File: src/rtl/inst_fetch_queue.sv
// Fetch front-end: issues req/ack instruction fetches and buffers {pc, inst} pairs for decode.
// Define FETCHQ_BYPASS_EN to forward an ack straight to the head outputs when the queue is empty.
module inst_fetch_queue #(
  parameter int unsigned DEPTH    = 4,
  parameter logic [31:0] RESET_PC = 32'h0000_0000,
  parameter logic [31:0] NOP_INST = 32'h0000_0013
) (
  input  logic                     clk,
  input  logic                     rst,
  output logic                     imem_req,
  output logic [31:0]              imem_addr,
  input  logic                     imem_ack,
  input  logic [31:0]              imem_rdata,
  input  logic                     redirect_en,
  input  logic [31:0]              redirect_pc,
  input  logic                     id_ready,
  output logic                     inst_valid,
  output logic [31:0]              inst_out,
  output logic [31:0]              pc_out,
  output logic [$clog2(DEPTH):0]   fq_count
);

  localparam int unsigned PtrW = $clog2(DEPTH);
  localparam int unsigned CntW = PtrW + 1;
  localparam logic [CntW-1:0] DepthC = CntW'(DEPTH);

  localparam logic [1:0] StIdle  = 2'd0;
  localparam logic [1:0] StWait  = 2'd1;
  localparam logic [1:0] StDrain = 2'd2;

  logic [1:0]      state_q, state_d;
  logic [31:0]     fetch_pc_q, fetch_pc_d;
  logic            req_q, req_d;
  logic [31:0]     addr_q, addr_d;
  logic [PtrW-1:0] wr_ptr_q, wr_ptr_d;
  logic [PtrW-1:0] rd_ptr_q, rd_ptr_d;
  logic [CntW-1:0] count_q, count_d;
  logic [31:0]     pc_mem_q [DEPTH];
  logic [31:0]     pc_mem_d [DEPTH];
  logic [31:0]     inst_mem_q [DEPTH];
  logic [31:0]     inst_mem_d [DEPTH];

  logic ack_w, head_valid, deq, enq, byp_take;

  assign ack_w      = req_q & imem_ack;
  assign head_valid = (count_q != '0);
  assign deq        = head_valid & id_ready & ~redirect_en;

`ifdef FETCHQ_BYPASS_EN
  logic byp_valid;
  assign byp_valid = ~head_valid & (state_q == StWait) & ack_w & ~redirect_en;
  assign byp_take  = byp_valid & id_ready;
`else
  assign byp_take  = 1'b0;
`endif

  // A bypassed response that decode takes in the ack cycle never occupies a slot.
  assign enq = (state_q == StWait) & ack_w & ~redirect_en & ~byp_take;

  always_comb begin
    state_d    = state_q;
    fetch_pc_d = fetch_pc_q;
    req_d      = req_q;
    addr_d     = addr_q;
    wr_ptr_d   = wr_ptr_q;
    rd_ptr_d   = rd_ptr_q;
    count_d    = count_q;
    pc_mem_d   = pc_mem_q;
    inst_mem_d = inst_mem_q;

    unique case (state_q)
      StIdle: begin
        if (!redirect_en && (count_q < DepthC)) begin
          req_d   = 1'b1;
          addr_d  = fetch_pc_q;
          state_d = StWait;
        end
      end
      StWait: begin
        if (ack_w) begin
          req_d      = 1'b0;
          state_d    = StIdle;
          fetch_pc_d = fetch_pc_q + 32'd4;
        end else if (redirect_en) begin
          state_d = StDrain;
        end
      end
      StDrain: begin
        if (ack_w) begin
          req_d   = 1'b0;
          state_d = StIdle;
        end
      end
      default: begin
        req_d   = 1'b0;
        state_d = StIdle;
      end
    endcase

    if (redirect_en) begin
      fetch_pc_d = {redirect_pc[31:2], 2'b00};
      wr_ptr_d   = '0;
      rd_ptr_d   = '0;
      count_d    = '0;
    end else begin
      if (enq) begin
        pc_mem_d[wr_ptr_q]   = fetch_pc_q;
        inst_mem_d[wr_ptr_q] = imem_rdata;
        wr_ptr_d             = wr_ptr_q + 1'b1;
      end
      if (deq) begin
        rd_ptr_d = rd_ptr_q + 1'b1;
      end
      if (enq && !deq) begin
        count_d = count_q + 1'b1;
      end else if (!enq && deq) begin
        count_d = count_q - 1'b1;
      end
    end
  end

  always_ff @(posedge clk) begin
    if (rst) begin
      state_q    <= StIdle;
      fetch_pc_q <= RESET_PC;
      req_q      <= 1'b0;
      addr_q     <= '0;
      wr_ptr_q   <= '0;
      rd_ptr_q   <= '0;
      count_q    <= '0;
    end else begin
      state_q    <= state_d;
      fetch_pc_q <= fetch_pc_d;
      req_q      <= req_d;
      addr_q     <= addr_d;
      wr_ptr_q   <= wr_ptr_d;
      rd_ptr_q   <= rd_ptr_d;
      count_q    <= count_d;
    end
  end

  // Storage needs no reset: the head is masked while count is zero.
  always_ff @(posedge clk) begin
    pc_mem_q   <= pc_mem_d;
    inst_mem_q <= inst_mem_d;
  end

  always_comb begin
    inst_valid = head_valid;
    inst_out   = head_valid ? inst_mem_q[rd_ptr_q] : NOP_INST;
    pc_out     = head_valid ? pc_mem_q[rd_ptr_q] : 32'h0;
`ifdef FETCHQ_BYPASS_EN
    if (byp_valid) begin
      inst_valid = 1'b1;
      inst_out   = imem_rdata;
      pc_out     = fetch_pc_q;
    end
`endif
  end

  assign imem_req  = req_q;
  assign imem_addr = addr_q;
  assign fq_count  = count_q;

endmodule

File: config.mk
export PLATFORM = sky130hd
export DESIGN_NAME = inst_fetch_queue
export DESIGN_NICKNAME = d
export VERILOG_FILES = /design/src/rtl/inst_fetch_queue.sv
export SDC_FILE = /design/constraint.sdc
export NUM_CORES = 1
export LEC_CHECK = 0
export BUFFER_PORTS_ARGS = -buffer_cell sky130_fd_sc_hd__clkbuf_2
export CAP_MARGIN = 10
export CORE_MARGIN = 3
export CORE_UTILIZATION = 57
export CTS_CLUSTER_SIZE = 30
export DETAILED_ROUTE_END_ITERATION = 10
export PLACE_DENSITY = 0.8
export SYNTH_ARGS = -nofsm -noshare
export SYNTH_HDL_FRONTEND = slang
export SYNTH_SLANG_ARGS = --single-unit
File: constraint.sdc
create_clock -name clk -period 3.5 [get_ports clk]
set_input_delay 0.175 -clock clk [delete_from_list [all_inputs] [get_ports clk]]
set_output_delay 0.175 -clock clk [all_outputs]
set_load 0.02 [all_outputs]
Word-level counts from Yosys, hierarchy flattened
Index checks and enable logic that the tools add are counted.
{ "classes": {"n_addsub": 5, "magnitude_cmp": 4, "eq_ne": 6, "mux": 25, "bitwise_logic": 8, "n_reduce_logical": 20} }
{ "ops": {"columns": ["cell", "n"], "rows": [
  ["$mux W32", 10],
  ["$bwmux W128", 2],
  ["$bmux W32 S2", 2],
  ["$demux W32 S2", 1],
  ["$add A32 B3 Y32 const B", 1],
  ["$reduce_and A2 Y1", 5],
  ["$mux W2", 4],
  ["$ge A3 B3 Y1 const B", 2],
  ["$mux W3", 2],
  ["$not A2 Y3", 2],
  ["$pmux W2 S3", 1],
  ["$reduce_bool A2 Y1", 3],
  ["$and A1 B1 Y1", 5],
  ["$add A2 B1 Y2 const B", 2],
  ["$logic_and A1 B1 Y1", 4],
  ["$ne A2 B2 Y1 const B", 2],
  ["$reduce_or A2 Y1", 2],
  ["$add A3 B1 Y3 const B", 1],
  ["$logic_not A1 Y1", 3],
  ["$lt A3 B1 Y1 const B", 1],
  ["$lt A3 B3 Y1 const B", 1],
  ["$ne A3 B3 Y1 const B", 1],
  ["$reduce_and A3 Y1", 1],
  ["$reduce_bool A3 Y1", 1],
  ["other kinds (8)", 9]
]} }
{ "totals": {"reg_bits": 330, "wordCells": 84} }

Logic depth before layout (Yosys ltp)
Gate-level depths: netlist (run 1).
{ "depth": {"depth_word": 7, "ltp_mapped": 11} }

Worst setup path after synthesis (run 1)
No wires, ideal clock.
{ "synth_timing": {"kind": "register -> register", "from": "register state_q[1]", "to": "register inst_mem_q[0] (netlist name), enable pin", "arrival_time_ns": 2.612, "setup_slack_ns": 0.461, "stages_incl_launch_ff": 7, "n_path_buf": 1, "cell_sequence": "dfxtp_1 inv_1 ha_1 buf_2 nand3_1 nor2_1 and2_1"} }
{ "synth_between": {"elab_chain_len": 4} }
{ "synth_lines": {"columns": ["item", "line", "rtl"], "rows": [
  ["start, declared", "31", "logic [1:0] state_q, state_d;"],
  ["start signal, assigned", "124", "state_q <= StIdle;"],
  ["start signal, assigned", "132", "state_q <= state_d;"],
  ["$eq A2 B1 Y1", "58", "assign enq = (state_q == StWait) & ack_w & ~redirect_en & ~byp_take;"],
  ["$and A1 B1 Y1 (2 in series)", "58", null],
  ["named net enq", "43", "logic ack_w, head_valid, deq, enq, byp_take;"],
  ["$reduce_and A2 Y1 (no source line)", null, null],
  ["end signal, assigned", "145", "inst_mem_q <= inst_mem_d;"],
  ["end, declared", "40", "logic [31:0] inst_mem_q [DEPTH];"]
]} }
The timed path passes the listed nets, and every way through them passes these cells.
A chain may end at the register's enable or synchronous reset.

Worst setup path after layout (run 1)
{ "layout_timing": {"from": "register state_q[1]", "to": "register count_q[2], in the netlist fq_count[2]"} }
{ "layout_between": {"elab_chain_len": 6, "word_cells_on_any_way": 8} }
{ "layout_lines": {"columns": ["item", "line", "rtl"], "rows": [
  ["$eq A2 B1 Y1 *", "58", null],
  ["$and A1 B1 Y1 * (2 in series)", "58", null],
  ["named net enq", "43", null],
  ["$logic_not A1 Y1", "116", "end else if (!enq && deq) begin"],
  ["$logic_and A1 B1 Y1", "116", null],
  ["$reduce_bool A2 Y1 (no source line)", null, null],
  ["end signal, assigned", "138", "count_q <= count_d;"],
  ["end, declared", "37", "logic [CntW-1:0] count_q, count_d;"]
]} }
Mark *: on every way through the listed nets, which the timed path passes. The rest lies on a longest branch.

==> results of run 1 <==
==> worst max-delay path, delay by kind of cell, from the launching register on <==
| family | cells | cell delay (ns) |
|---|---|---|
| fa+ha+maj | 3 | 0.89 |
| compound gates | 1 | 0.14 |
| buf+inv | 2 | 0.13 |
| flops | 1 | 0.32 |
| xor+xnor | 1 | 0.17 |
| simple gates | 3 | 1.04 |
==> state kept, by name (all words and copies together), names as in the netlist <==
register    flops
inst_mem_q    128
pc_mem_q      120
fetch_pc_q     30
imem_addr      30
fq_count        3
rd_ptr_q        2
state_q         2
wr_ptr_q        2
imem_req        1
==> logic make-up (layout without fill, tap and decap cells) <==
logic type,Yosys count,count (layout),share of synthesized area [%]
AOI/OAI and AO/OA,91,91,4.79
xor gates and xnor gates,13,13,0.884
adders and majority gates,10,10,1.03
buffers and inverters,70,315,2.27
DFF,318,318,68.7
muxes,65,65,11.1
other,1,4,0.0291
and+or+nand+nor,265,265,11.2
==> area by class of cell <==
cell class	count	area [um2]
Timing Repair Buffer	238	1590
Multi-Input combinational cell	448	3750
Fill cell	1417	6280
Sequential cell	318	8850
Inverter	18	67.6
Tap cell	280	350
Clock buffer	47	1010
Clock inverter	12	116
==> path summary, 6_finish.rpt <==
| path | cells after the start | endpoint | from |
|---|---|---|---|
| setup / recovery | 10 | fq_count[2] | state_q[1] |
| hold / removal | 5 | fetch_pc_q[31] | redirect_pc[31] |
| setup reg to reg | 10 | fq_count[2] | state_q[1] |
| hold reg to reg | 2 | imem_addr[22] | imem_addr[22] |
==> synthesized netlist by cell type (2+ instances only) <==
library cell  count  share of area, %
nor3b_1           2              0.12
a21oi_1          34               1.3
or3_1             7              0.34
buf_2             9              0.35
o21ai_0           9              0.35
and4_1           11              0.75
nor4_1            6              0.29
dfxtp_1          70                11
buf_1             4              0.12
nor2_1           35               1.0
clkbuf_1         34              0.99
mux2i_1           3              0.23
nor2b_1          13              0.63
o21a_1            2              0.12
and3_1            6              0.29
nand2_1          76               2.2
xor2_1            6              0.41
or4_1             2              0.12
a311oi_1         14              0.95
a2111oi_0         5              0.34
a211oi_1         12              0.70
ha_1              9              0.87
xnor2_1           7              0.48
edfxtp_1        248                58
nor3_1            9              0.35
buf_4             5              0.29
nand2b_1          2             0.097
o31ai_1           3              0.17
inv_1            18              0.52
and2_1           64               3.1
nand4_2           2              0.19
nand4_1          10              0.49
mux4_2           62                11
a2111oi_1         5              0.39
nand3b_1          2              0.12
or2_2             4              0.19
nand3_1           6              0.23
==> cell usage in the layout, fill, tap and decap left out, drive strengths merged, types with 7 or more instances in the layout <==
cell type    count
clkbuf         210
nand4           12
or3              7
clkinv           9
and2            65
buf             17
xnor2            7
ha               9
a2111oi         10
edfxtp         248
inv             18
dfxtp           70
a311oi          14
nor2            35
a211oi          12
nor3            10
nor4             8
dlygate4sd3     58
a21oi           34
and4            11
mux4            62
o21ai            9
nand2           77
nor2b           13
==> through the flow <==
step	instance area [um2]	cells
4_1_cts	15700	1361
6_report	15700	1361
3_3_place_gp	14000	1244
2_1_floorplan	12900	836
3_5_place_dp	14000	1244
5_1_grt	15700	1361
==> power by group through the flow <==
stage / combinational, mW / sequential [mW] / clock, mW
2_1_floorplan: 0.189 / 4.28 / 0
3_3_place_gp: 0.325 / 4.28 / 0
3_5_place_dp: 0.332 / 4.29 / 0
4_1_cts: 0.385 / 4.21 / 3.63
5_1_grt: 0.425 / 4.22 / 3.78
6_report: 0.387 / 4.21 / 3.56
==> routing by layer <==
layer | vias to the layer above | track usage, % | part of all wire, % | wire, um
li1 | 3634 | - | - | -
met1 | 3874 | 29.9 | 41 | 11100
met2 | 276 | 37.5 | 51 | 13700
met3 | 36 | 4.29 | 6.2 | 1680
met4 | 0 | 5.88 | 1.6 | 439
met5 | - | 0 | 0 | 0
==> flow_metrics.env, run 1 <==
export IMPL_syn_avg_cell_area_um2=15.5
export IMPL_worst_setup_path_end_kind="register"
export IMPL_switching_share_pct=20.7
export IMPL_rows=54
export IMPL_yosysWarnings=0
export IMPL_fin_total_pwr_mw=8.15
export IMPL_yosysUniqueCellTypes=54
export IMPL_cts_tree="yes"
export IMPL_slowest_stage="nor2_1"
export IMPL_cap_viol_max_count=0
export IMPL_area_growth_pct=22.3
export IMPL_finalMaxSlewViolations=0
export IMPL_path_cells="inv_1 -> ha_1 -> nand3_1 -> nor2_1 -> ha_1 -> inv_1 -> fa_1 -> xor2_1 -> or3_1 -> a21oi_1"
export IMPL_root_buffer="clkbuf_16"
export IMPL_finalHoldViolCount=0
export IMPL_layout_nets=1137
export IMPL_syn_area_mm2=0.0129
export IMPL_startpoint_type="register"
export IMPL_cts_setup_buffers=0
export IMPL_leakage_nw=5.56
export IMPL_switching_power_mw=1.69
export IMPL_dp_hpwl_mm=16.4
export IMPL_drtIter0Drc=464
export IMPL_p_int_mw=6.47
export IMPL_synthCells=833
export IMPL_coreArea_mm2=0.0220
export IMPL_synth_edff_count=248
export IMPL_avgRoutedWirePerCell_um=19.8
export IMPL_initial_utilization_pct=58.5
export IMPL_grt_max_degree=62
export IMPL_fin_setup_tns_ns=0
export IMPL_grt_pass1_wl_mm=42.3
export IMPL_finalWirelength_mm=27.0
export IMPL_async_reset_ff_share_pct=0
export IMPL_cts_sinks=318
export IMPL_gp_congestion=0.815
export IMPL_path_clk_slew_ns=0.06
export IMPL_p_seq_share_pct=51.6
export IMPL_ant_nets=0
export IMPL_io_buffer_count=163
export IMPL_grt_ovfl_total=0
export IMPL_die_area_mm2=0.0244
export IMPL_crit_path_max_fanout=7
export IMPL_io_pins=170
export IMPL_vias=7820
export IMPL_cts_made_buffers=34
export IMPL_period_needed_ns=2.79
export IMPL_slew_limit_headroom_pct=31.8
export IMPL_hold_worst_slack_ns=0.0313
export IMPL_fin_util_pct=71.5
export IMPL_hold_class="in -> reg"
export IMPL_clock_skew_ns=0.0177
export IMPL_yosys_most_used_dff="edfxtp_1"
export IMPL_timing_final_crit_share_pct=79.8
export IMPL_clock_latency_ns=0.51
export IMPL_pre_cts_ws_ns=0.740
export IMPL_ys_ff_latch=318
export IMPL_arrival_ns=3.22
export IMPL_combPwrFrac_pct=4.7
export IMPL_yosysSeqAreaShare_pct=68.7
export IMPL_clk_path_buf_depth=3
export IMPL_antenna_found_initial=0
export IMPL_clkPwrFrac_pct=43.7
export IMPL_track_usage_pct=22.2
export IMPL_crit_required_ns=3.93
export IMPL_firstDrtPassIters=5
export IMPL_setup_viol=0
export IMPL_ir_drop_uv=399
export IMPL_status="complete, no violations"
export IMPL_n_antenna_cell=0
export IMPL_remaining_drc_errors=0
export IMPL_r2r_slack_ns=0.71
export IMPL_power_per_cell_area_mw_per_mm2=518
export IMPL_routed_via_density=5.75
export IMPL_worst_pin_slew_ns=1.02
export IMPL_setup_slack_ns=0.706
export IMPL_fmax_ghz=0.358
export IMPL_dieWidth_um=156
export IMPL_grt_setup_unrepaired="false"
export IMPL_htreeDepth=2
export IMPL_die_y_um=156
export IMPL_hold_buffers=58
export IMPL_post_cts_resize_count=0
export IMPL_critPathKind="reg -> reg"
export IMPL_grt_pass1_vias=7977
export IMPL_cp_slowest_stage_delay_ns=0.41
export IMPL_final_layout_size_suffix_gt1_share_pct=28.6
No activity file was read; power rests on OpenSTA's default activity.
==> run 2, diff against run 1 <==
==> constraint.sdc (replaced) <==
create_clock -name clk -period 2.7 [get_ports clk]
set_input_delay 0.135 -clock clk [delete_from_list [all_inputs] [get_ports clk]]
set_output_delay 0.135 -clock clk [all_outputs]
set_load 0.02 [all_outputs]
==> run 2 against run 1 <==
Power is 24% higher; critical endpoint is now pc_out[8]; worst setup slack got worse by 0.54 ns; worst hold slack better by 0.030 ns; register-to-register slack got worse by 0.41 ns; sequential cell count did not move; non-clock buffer count is 23 higher; cell area grew 0.59%; clock-buffer cell count fell by 6; clock skew hardly changed; die area stayed put.
==> flow_metrics.env, run 2 (synthesis results as in run 1) <==
export IMPL_finalMaxSlewViolations=0
export IMPL_die_area_mm2=0.0244
export IMPL_status="complete, no violations"
export IMPL_antenna_found_initial=0
export IMPL_clock_latency_ns=0.55
export IMPL_htreeDepth=1
export IMPL_path_clk_slew_ns=0.06
export IMPL_root_buffer="clkbuf_16"
export IMPL_regMostFlops="inst_mem_q"
export IMPL_layout_commonest_cell="edfxtp_1"
export IMPL_cts_tree="yes"
export IMPL_drtIter0Drc=526
export IMPL_grt_max_degree=62
export IMPL_layout_common_cells="edfxtp_1 (248), clkbuf_2 (163), nand2_1 (76), dfxtp_1 (68), dlygate4sd3_1 (63)"
export IMPL_postLayoutCellArea_mm2=0.0158
export IMPL_holdPathStages=3
export IMPL_hold_class="in -> reg"
export IMPL_cts_made_buffers=31
export IMPL_grt_pass1_vias=8084
export IMPL_dpl_cell_area_mm2=0.0142
export IMPL_io_buffer_count=163
export IMPL_area_growth_pct=23.0
export IMPL_hold_worst_slack_ns=0.0610
export IMPL_coreArea_mm2=0.0220
export IMPL_reg_largest_list="inst_mem_q (128), pc_mem_q (120)"
export IMPL_clock_skew_ns=0.0173
export IMPL_arrival_ns=2.40
export IMPL_finalHoldViolCount=0
export IMPL_fin_total_pwr_mw=10.1
export IMPL_leakage_nw=5.62
export IMPL_firstDrtPassIters=7
export IMPL_die_y_um=156
export IMPL_clk_path_buf_depth=3
export IMPL_ant_nets=0
export IMPL_crit_required_ns=2.57
export IMPL_vias=7976
export IMPL_grt_pass1_wl_mm=43.6
export IMPL_track_usage_pct=22.8
export IMPL_final_layout_size_suffix_gt1_share_pct=29.1
export IMPL_avgRoutedWirePerCell_um=19.9
export IMPL_n_antenna_cell=0
export IMPL_stdcell_count=1382
export IMPL_cap_viol_max_count=0
export IMPL_routed_via_density=5.77
export IMPL_power_per_cell_area_mw_per_mm2=641
export IMPL_startpoint_type="register"
export IMPL_io_pins=170
export IMPL_place_inst=1262
export IMPL_timing_final_crit_share_pct=93.8
export IMPL_worst_r2r_path_depth=10
export IMPL_min_to="rd_ptr_q[1]"
export IMPL_setup_viol=0
export IMPL_finalWirelength_mm=27.6
export IMPL_largest_reg_flops=128
export IMPL_rows=54
export IMPL_remaining_drc_errors=0
export IMPL_period_needed_ns=2.53
export IMPL_worst_pin_slew_ns=0.607
export IMPL_dp_hpwl_mm=16.9
export IMPL_min_delay_start="redirect_en"
export IMPL_r2r_slack_ns=0.30
export IMPL_layout_nets=1157
export IMPL_ir_drop_uv=483
export IMPL_grt_setup_unrepaired="false"
export IMPL_dieWidth_um=156
export IMPL_grt_ovfl_total=0
export IMPL_critPathKind="reg -> out"
export IMPL_worst_setup_path_end_kind="output pin"
export IMPL_crit_path_max_fanout=18
export IMPL_r2r_start="state_q[1]"
export IMPL_initial_utilization_pct=58.5
export IMPL_slew_limit_headroom_pct=59.5
export IMPL_cts_setup_buffers=0
export IMPL_fmax_ghz=0.395
export IMPL_cts_sinks=318
export IMPL_fin_setup_tns_ns=0
export IMPL_gp_congestion=0.804
export IMPL_r2r_end="fq_count[2]"
[run 2: cell types whose count changed in the layout (fill, tap and decap cells not counted), moves of 2 or more]
cell           previous run  this run
buf_12                    5         9
clkbuf_1                  6         8
clkinv_1                  4         6
buf_4                    12        26
clkbuf_16                38        31
dlygate4sd3_1            58        63
[run 2: worst max-delay path: stages (launching register included)]
cell,delay (ns)
dfxtp_4,0.60
buf_4,0.36
mux4_2,0.55
and2_1,0.17
clkbuf_2,0.15
[run 2: repair_timing]
| item | in CTS | in global routing |
|---|---|---|
| hold buffers | 63 | 0 |
| endpoints found under the setup margin | 0 | 0 |
| resized for setup | 0 | 0 |
| hold endpoints to repair | 159 | 0 |
[run 2: area by class of cell]
| class | instances | area, um2 |
|---|---|---|
| clock inverter | 16 | 153 |
| timing repair buffer | 261 | 1820 |
| tap | 280 | 350 |
| clock buffer | 41 | 833 |
| fill | 1391 | 6190 |
| inverter | 18 | 67.6 |
| multi-input combinational | 448 | 3750 |
| sequential | 318 | 8860 |
[run 2: layer usage]
layer	share of wire [%]	global-route usage, %	vias up
li1	-	-	3675
met1	42	32.1	3959
met2	49	37.4	292
met3	7.3	3.98	50
met4	2.1	6.17	0
met5	0	0	-
[run 2: stage by stage]
stage          utilization (%)  setup slack [ns]
6_report                  71.9             0.168
3_3_place_gp              64.6             0.405
3_5_place_dp              64.6             0.333
2_1_floorplan                -             0.333
5_1_grt                   71.9            0.0218
4_1_cts                   71.9            0.0841
[run 2: where the power goes]
| group | switching, mW | internal [mW] | total (mW) | leakage, nW |
|---|---|---|---|---|
| logic | 0.302 | 0.234 | 0.536 | 2.32 |
| clock network | 1.72 | 2.44 | 4.16 | 0.477 |
| registers | 0.100 | 5.35 | 5.45 | 2.82 |
[run 2: how the worst max path moves through the flow]
stage                      startpoint            end  cells after the start
after floorplan            state_q[1]  inst_mem_q[0]                      6
after global placement     state_q[1]    fq_count[2]                     10
after detailed placement   state_q[1]    fq_count[2]                     10
after CTS                 rd_ptr_q[0]      pc_out[6]                      4
after global routing      rd_ptr_q[0]      pc_out[6]                      4
final                     rd_ptr_q[0]      pc_out[8]                      4
